--- src/rtl/onehot_mon_pkg.sv ---
// Shared types and helpers for the decoder one-hot health monitor.
package onehot_mon_pkg;

  localparam int NUM_LINES = 4;

  typedef enum logic {
    IDLE = 1'b0,
    HOLD = 1'b1
  } snap_state_t;

  // Returns {valid, idx}; valid is 0 for zero or multiple bits set.
  function automatic logic [2:0] onehot_idx(input logic [NUM_LINES-1:0] v);
    logic [2:0] r;
    r = 3'b000;
    case (v)
      4'b0001: r = 3'b100;
      4'b0010: r = 3'b101;
      4'b0100: r = 3'b110;
      4'b1000: r = 3'b111;
      default: r = 3'b000;
    endcase
    return r;
  endfunction

endpackage

--- src/rtl/sat_counter.sv ---
// Up-counter that sticks at all-ones; synchronous clear wins over increment.
module sat_counter #(
  parameter int W = 8
) (
  input  logic         clk,
  input  logic         rst_n,
  input  logic         clr,
  input  logic         inc,
  output logic [W-1:0] q
);

  logic [W-1:0] r_q;

  always_ff @(posedge clk or negedge rst_n) begin
    if (!rst_n) begin
      r_q <= '0;
    end else if (clr) begin
      r_q <= '0;
    end else if (inc && (r_q != '1)) begin
      r_q <= r_q + W'(1);
    end
  end

  assign q = r_q;

endmodule

--- src/rtl/onehot_monitor.sv ---
// Samples decoder outputs, counts per-line hits and non-one-hot cycles,
// and hands a frozen snapshot of the counters to a reader.
module onehot_monitor
  import onehot_mon_pkg::*;
#(
  parameter int CNT_W = 8
) (
  input  logic             clk,
  input  logic             rst_n,
  input  logic             en,
  input  logic             d0,
  input  logic             d1,
  input  logic             d2,
  input  logic             d3,
  input  logic             clr,
  input  logic             snap_req,
  output logic             snap_valid,
  input  logic             snap_ready,
  output logic [CNT_W-1:0] cnt0,
  output logic [CNT_W-1:0] cnt1,
  output logic [CNT_W-1:0] cnt2,
  output logic [CNT_W-1:0] cnt3,
  output logic [CNT_W-1:0] err_cnt,
  output logic             onehot_err,
  output logic [1:0]       last_idx,
  output snap_state_t      dbg_state
);

  logic [NUM_LINES-1:0] r_smp;
  logic                 r_smp_v;
  logic                 r_onehot_err;
  logic [1:0]           r_last_idx;
  snap_state_t          r_state;
  logic                 r_snap_valid;
  logic [CNT_W-1:0]     r_snap_hit [NUM_LINES];
  logic [CNT_W-1:0]     r_snap_err;

  logic [2:0]           w_class;
  logic                 w_valid;
  logic [1:0]           w_idx;
  logic [NUM_LINES-1:0] w_hit_inc;
  logic                 w_err_inc;
  logic [CNT_W-1:0]     w_hit_q [NUM_LINES];
  logic [CNT_W-1:0]     w_err_q;

  always_ff @(posedge clk or negedge rst_n) begin
    if (!rst_n) begin
      r_smp   <= '0;
      r_smp_v <= 1'b0;
    end else begin
      r_smp_v <= en;
      if (en) begin
        r_smp <= {d3, d2, d1, d0};
      end
    end
  end

  assign w_class   = onehot_idx(r_smp);
  assign w_valid   = w_class[2];
  assign w_idx     = w_class[1:0];
  assign w_err_inc = r_smp_v & ~w_valid;

  genvar g;
  for (g = 0; g < NUM_LINES; g++) begin : g_line
    assign w_hit_inc[g] = r_smp_v & w_valid & (w_idx == 2'(g));
    sat_counter #(.W(CNT_W)) u_hit (
      .clk   (clk),
      .rst_n (rst_n),
      .clr   (clr),
      .inc   (w_hit_inc[g]),
      .q     (w_hit_q[g])
    );
  end

  sat_counter #(.W(CNT_W)) u_err (
    .clk   (clk),
    .rst_n (rst_n),
    .clr   (clr),
    .inc   (w_err_inc),
    .q     (w_err_q)
  );

  always_ff @(posedge clk or negedge rst_n) begin
    if (!rst_n) begin
      r_onehot_err <= 1'b0;
      r_last_idx   <= 2'd0;
    end else begin
      r_onehot_err <= w_err_inc;
      if (r_smp_v && w_valid) begin
        r_last_idx <= w_idx;
      end
    end
  end

  // Handshake: snap_valid stays high with outputs frozen until a cycle in
  // which snap_ready is also high; the transfer completes on that edge.
  // The capture reads the counters' current values, so a same-edge
  // increment or clr only affects the live counters.
  always_ff @(posedge clk or negedge rst_n) begin
    if (!rst_n) begin
      r_state      <= IDLE;
      r_snap_valid <= 1'b0;
      r_snap_hit   <= '{default: '0};
      r_snap_err   <= '0;
    end else begin
      case (r_state)
        IDLE: begin
          if (snap_req) begin
            r_snap_hit   <= w_hit_q;
            r_snap_err   <= w_err_q;
            r_state      <= HOLD;
            r_snap_valid <= 1'b1;
          end
        end
        HOLD: begin
          if (snap_ready) begin
            r_state      <= IDLE;
            r_snap_valid <= 1'b0;
          end
        end
        default: begin
          r_state      <= IDLE;
          r_snap_valid <= 1'b0;
        end
      endcase
    end
  end

  assign snap_valid = r_snap_valid;
  assign cnt0       = r_snap_hit[0];
  assign cnt1       = r_snap_hit[1];
  assign cnt2       = r_snap_hit[2];
  assign cnt3       = r_snap_hit[3];
  assign err_cnt    = r_snap_err;
  assign onehot_err = r_onehot_err;
  assign last_idx   = r_last_idx;
  assign dbg_state  = r_state;

endmodule

--- config.mk ---
export PLATFORM = sky130hd
export DESIGN_NAME = onehot_monitor
export DESIGN_NICKNAME = d
export VERILOG_FILES = /design/src/rtl/onehot_mon_pkg.sv /design/src/rtl/sat_counter.sv /design/src/rtl/onehot_monitor.sv
export SDC_FILE = /design/constraint.sdc
export NUM_CORES = 1
export LEC_CHECK = 0
export ABC_AREA = 1
export CELL_PAD_IN_SITES_DETAIL_PLACEMENT = 1
export CELL_PAD_IN_SITES_GLOBAL_PLACEMENT = 1
export CORE_ASPECT_RATIO = 0.8
export CORE_UTILIZATION = 40
export CTS_CLUSTER_DIAMETER = 100
export DETAILED_ROUTE_END_ITERATION = 8
export GPL_ROUTABILITY_DRIVEN = 0
export PLACE_DENSITY = 0.71
export SYNTH_ARGS = -nofsm -noshare
export SYNTH_HDL_FRONTEND = slang
export SYNTH_HIERARCHICAL = 1
export SYNTH_SLANG_ARGS = --single-unit
--- constraint.sdc ---
create_clock -name clk -period 4.1 [get_ports clk]
set_input_delay 0.82 -clock clk [delete_from_list [all_inputs] [get_ports clk]]
set_output_delay 0.82 -clock clk [all_outputs]
set_load 0.02 [all_outputs]
* Yosys cells after proc, flatten, opt, wreduce, memory -nomap -nowiden
Index checks and enable logic that the tools add are counted.
Widths: inputs -> output; s select.
** Cells by class
- Bitwise operators :: 8
- Muxes and demuxes :: 17
- Equal/unequal tests :: 14
- Reductions and logical operators :: 14
- $add $sub $neg :: 5
** Operator list (number)
- $mux 8 :: 10
- $add 8x1->8 const B :: 5
- $ne 8x8->1 const B :: 5
- $pmux 3 s4 :: 1
- $reduce_bool 2->1 :: 5
- $and 1x1->1 :: 6
- $logic_and 1x1->1 :: 6
- $eq 2x2->1 const B :: 2
- $eq 4x1->1 const B :: 1
- $eq 4x2->1 const B :: 1
- $eq 4x3->1 const B :: 1
- $eq 4x4->1 const B :: 1
- $mux 1 :: 4
- $ne 2x2->1 const B :: 2
- $pmux 1 s2 :: 2
- $reduce_and 2->1 :: 2
- $eq 2x1->1 const B :: 1
- $logic_not 2->1 :: 1
- $not 1->1 :: 2
** Word-level totals
- Register bits :: 90
- Output and inout port bits :: 45
- Word-level logic and storage cells :: 74

* Logic depth before layout (Yosys ltp)
- Depth in word-level cells :: 7
- Depth in mapped cells :: 11

* Hierarchy
The synthesis kept the hierarchy.
** Modules (own cells, without submodules)
- sat_counter :: cells an instance 74, area an instance 511.7 um^2, times used 5
- onehot_monitor :: cells an instance 139, area an instance 2092.0 um^2, times used 1

* Least setup slack after synthesis
No wires, ideal clock.
- Path type :: flip-flop to flip-flop
- Start point :: reg r_smp[1]
- End point :: reg g_line[0].u_hit.r_q[7]
- Setup slack :: 2.541 ns
- Required time :: 3.987 ns
- Library setup time :: 0.113 ns
- Cell stages (with the launch flop) :: 11
- Buffers on the path :: 0
- Data arrival time :: 1.447 ns
- Cell sequence :: dfrtp_1 nor2_1 nand2_1 nand3_2 nand2_2 nor2_1 inv_1 a21oi_1 nand3_1 nand2_1 inv_1
** Between the ends
- Longest elaborated chain between the ends :: 6
- Elaborated cells between the ends (all ways) :: 10
- Those cells by class :: 4 x eq/ne; 1 x mux; 2 x bitwise; 3 x reduce/logical
** Ends and longest elaborated chain
- start: declaration :: line onehot_monitor.sv:29 : logic [NUM_LINES-1:0] r_smp;
- start signal: assignment :: line onehot_monitor.sv:53 : r_smp <= {d3, d2, d1, d0};
- $eq 4x4->1, or another cell as far along :: line onehot_mon_pkg.sv:15 : case (v)
- $pmux 3 s4 * :: line onehot_mon_pkg.sv:15
- $and 1x1->1 / $logic_not 2->1 (equally long branches) :: line onehot_monitor.sv:65 : assign w_hit_inc[g] = r_smp_v & w_valid & (w_idx == 2'(g));
- $and 1x1->1 * :: line onehot_monitor.sv:65
- net w_hit_inc[0] :: line onehot_monitor.sv:41 : logic [NUM_LINES-1:0] w_hit_inc;
- $logic_and 1x1->1 * :: line sat_counter.sv:19 : end else if (inc && (r_q != '1)) begin
- $reduce_bool 2->1 (no line) *
- end signal: assignment :: line sat_counter.sv:20 : r_q <= r_q + W'(1);
- end: declaration :: line sat_counter.sv:12 : logic [W-1:0] r_q;
The timed path passes the listed nets; every way through them passes the cells marked *.
A chain may end at the register's enable or synchronous reset.

* Final worst setup path
- Start point :: in snap_req
- End point :: reg r_snap_hit, in the netlist cnt1[7]
** Between the ends
- Longest elaborated chain between the ends :: 1
** Ends and longest elaborated chain
- start: declaration :: line onehot_monitor.sv:16 : input logic snap_req,
- $reduce_and 2->1 (no line)
- end signal: assignment :: line onehot_monitor.sv:109 : r_snap_hit <= w_hit_q;
- end: declaration :: line onehot_monitor.sv:35 : logic [CNT_W-1:0] r_snap_hit [NUM_LINES];
No other way between the ends.

==> impl_metrics.py <==
metrics = {
    "outcome": {
        "status": "complete, no violations",
    },
    "routing": {
        "drc_errors": 0,
        "dr.pass1.iters": 4,
        "drtAntennaViolNets": 0,
        "drtIter0Drc": 147,
        "vias": 3641,
        "wire_per_inst_um": 15.6,
        "vias_per_cell": 5.03,
        "wirelength_um": 11300,
    },
    "finish": {
        "fin_area_um2": 5680,
        "syn2layout_area_growth_pct": 22.2,
        "layout_commonest_cell": "nand2_1",
        "nets": 590,
        "n_antenna_cell": 0,
        "drive_gt1_share_pct": 17.2,
        "final_cell_mix": "139 x nand2_1, 90 x dfrtp_1, 56 x inv_1",
    },
    "grt": {
        "busiest_layer": "met2",
        "met3_usage_pct": 3.99,
        "overflow": 0,
        "grt.met2_usage_pct": 33.4,
        "grt_pass1_wl_um": 19800,
        "grt_pass1_vias": 3913,
        "grt_use_met1_pct": 29.1,
        "grt_start_max_net_pins": 47,
        "track_usage_pct": 20.9,
        "antenna_found_initial": 0,
    },
    "power_and_ir_drop": {
        "p_clk_share_pct": 40.1,
        "p_sw_share_pct": 26.1,
        "vdd_ir_drop_max_v": 0.000164,
        "combPwrFrac_pct": 15.3,
        "pwr-share-seq_pct": 44.6,
        "power_density_nw_per_um2": 391,
        "p_leak_uw": 0.00275,
        "power_uw": 2220,
        "p_int_uw": 1640,
        "p_sw_uw": 580,
    },
    "floorplan": {
        "num_io_pins": 55,
        "die_width_um": 123,
        "start_util_pct": 41.9,
        "row_count": 34,
        "core_area_um2": 11100,
        "die_h_um": 98.4,
        "die_area_um2": 12100,
    },
    "sta": {
        "fin_crit_sh_pct": 60.5,
        "report.final.slew_viol_count": 0,
        "fin_crit_ns": 2.48,
        "skew_ns": 0.00486,
        "hold_violations": 0,
        "slew_headroom_pct": 37.6,
        "fin_setup_tns_ns": 0,
        "grt_setup_unrepaired": "no",
        "tightestPinTransition_ns": 0.934,
        "setup_slack_ns": 1.62,
        "fin_hold_ws_ns": 0.363,
        "fmax_mhz": 403,
        "finalSetupViolations": 0,
    },
    "critical_path": {
        "r2r_cells": 4,
        "r2r-end": "cnt1[7]",
        "slowest_delay_ns": 0.66,
        "path_buf_inv": 2,
        "cp_cell_sequence": "clkdlybuf4s50_1, nand2_2, buf_4, mux2_4",
        "cp.arrival_ns": 2.70,
        "cp_max_fo": 27,
        "reg2reg_slack_ns": 2.06,
        "cp.required_ns": 4.32,
        "reg2reg_from": "dbg_state",
        "critical_path.top_delay_family": "buffers and inverters",
        "slowest_stage": "nand2_2",
        "cp-start-kind": "primary input",
        "crit_type": "in -> reg",
        "endpoint_kind": "flip-flop",
    },
    "synth": {
        "synthCells": 509,
        "synth.distinct_cells": 22,
        "ys_seq_elements": 90,
        "ys.warnings.count": 6,
        "postSynthAreaPerCell_um2": 9.14,
        "ys_seq_area_share_pct": 48.4,
        "synthesis.nets": 524,
        "synth_area_um2": 4650,
    },
    "run": {
        "drv_cap": 0,
    },
    "clock_network": {
        "clk_latency_ns": 0.34,
        "cts-htree-levels": 3,
        "post_cts_resized": 0,
        "post_cts_buffers": 0,
        "clockBufferDepth": 2,
        "cts_tree": "built",
        "clkSlewWorstSetupHoldPaths_ns": 0.06,
        "cts-buffers-inserted": 9,
        "cts.sinks": 90,
        "postCtsHoldBufs": 0,
        "root_buffer": "clkbuf_16",
    },
    "placed_design": {
        "portBuffers": 54,
        "pre_cts_slack_ns": 1.21,
        "dpl_cell_area_um2": 5360,
        "dp_hpwl_um": 8330,
    },
    "min_path": {
        "hold_path_class": "in -> async",
    },
}
## worst max-delay path by stage
stage,end,cells after the start,from
after global placement,cnt1[5],4,snap_req
after global routing,u_err/q[1],6,clr
after floorplan,g_line[0].u_hit/q[7],10,r_smp[1]
final,cnt1[7],4,snap_req
after CTS,cnt1[7],4,snap_req
after detailed placement,cnt1[7],4,snap_req
## synthesized netlist by cell type
master | instances | area share (%)
mux2_2 | 1 | 0.24
o21bai_1 | 10 | 1.6
dfrtp_1 | 90 | 48
nand3_1 | 50 | 5.4
o21ai_0 | 5 | 0.54
nand2_2 | 12 | 1.6
a21oi_2 | 5 | 0.94
nor2_1 | 33 | 2.7
inv_1 | 56 | 4.5
buf_6 | 4 | 0.97
nand2_4 | 5 | 1.2
nor2_2 | 10 | 1.3
nand3b_1 | 1 | 0.16
o21ai_1 | 5 | 0.54
clkinv_4 | 5 | 0.94
ha_1 | 5 | 1.3
nor3_1 | 10 | 1.1
mux2_4 | 39 | 13
a21oi_1 | 22 | 2.4
nand2_1 | 139 | 11
nand3_2 | 1 | 0.22
inv_2 | 1 | 0.081
## metal layers
| layer | vias up | part of all wire (%) |
|---|---|---|
| li1 | 1770 | - |
| met1 | 1811 | 49 |
| met2 | 49 | 48 |
| met3 | 11 | 2.4 |
| met4 | 0 | 1.0 |
| met5 | - | 0 |
## power by group through the flow
| stage | clock network [µW] | registers [µW] | logic (µW) |
|---|---|---|---|
| 2_1_floorplan | 0 | 1040 | 161 |
| 3_3_place_gp | 0 | 1010 | 335 |
| 3_5_place_dp | 0 | 1010 | 346 |
| 4_1_cts | 919 | 993 | 348 |
| 5_1_grt | 952 | 1000 | 372 |
| 6_report | 891 | 993 | 341 |
## layout make-up
type	count	area (µm²)
Fill cell	1283	5420
Sequential cell	90	2250
Clock inverter	5	77.6
Timing Repair Buffer	59	576
Multi-Input combinational cell	353	2100
Tap cell	144	180
Clock buffer	11	243
Inverter	62	258
## sequential cells by signal, summed over array words and instances (netlist names)
| register | flops |
|---|---|
| r_smp | 4 |
| cnt3 | 8 |
| dbg_state | 1 |
| last_idx | 2 |
| cnt2 | 8 |
| snap_valid | 1 |
| u_err/q | 8 |
| r_smp_v | 1 |
| cnt0 | 8 |
| err_cnt | 8 |
| onehot_err | 1 |
| cnt1 | 8 |
| g_line.u_hit/q | 32 |
## cells by family (layout without fill, tap and decap cells)
| logic type | Yosys count | count (layout) | share of synthesized area (%) |
|---|---|---|---|
| adder cells (fa/ha/maj) | 5 | 5 | 1.35 |
| AND/OR/NAND/NOR | 261 | 261 | 24.9 |
| buffers and inverters | 66 | 137 | 6.51 |
| AO/OA/AOI/OAI | 47 | 47 | 6.00 |
| multiplexers | 40 | 40 | 12.8 |
| flip-flops | 90 | 90 | 48.4 |
## worst reg2reg max path: cells and delay by family (launching register included)
kind,cells,cell delay [ns]
AND/OR/NAND/NOR,1,0.65
buffers and inverters,2,0.50
flip-flops,1,0.42
multiplexers,1,0.35
## metrics by stage
| step | instances | util (%) |
|---|---|---|
| after floorplan | 509 | - |
| after global placement | 708 | 48.3 |
| after detailed placement | 708 | 48.3 |
| after CTS | 724 | 51.2 |
| after global routing | 724 | 51.2 |
| final | 724 | 51.2 |
(Power assumes the default switching activity.)
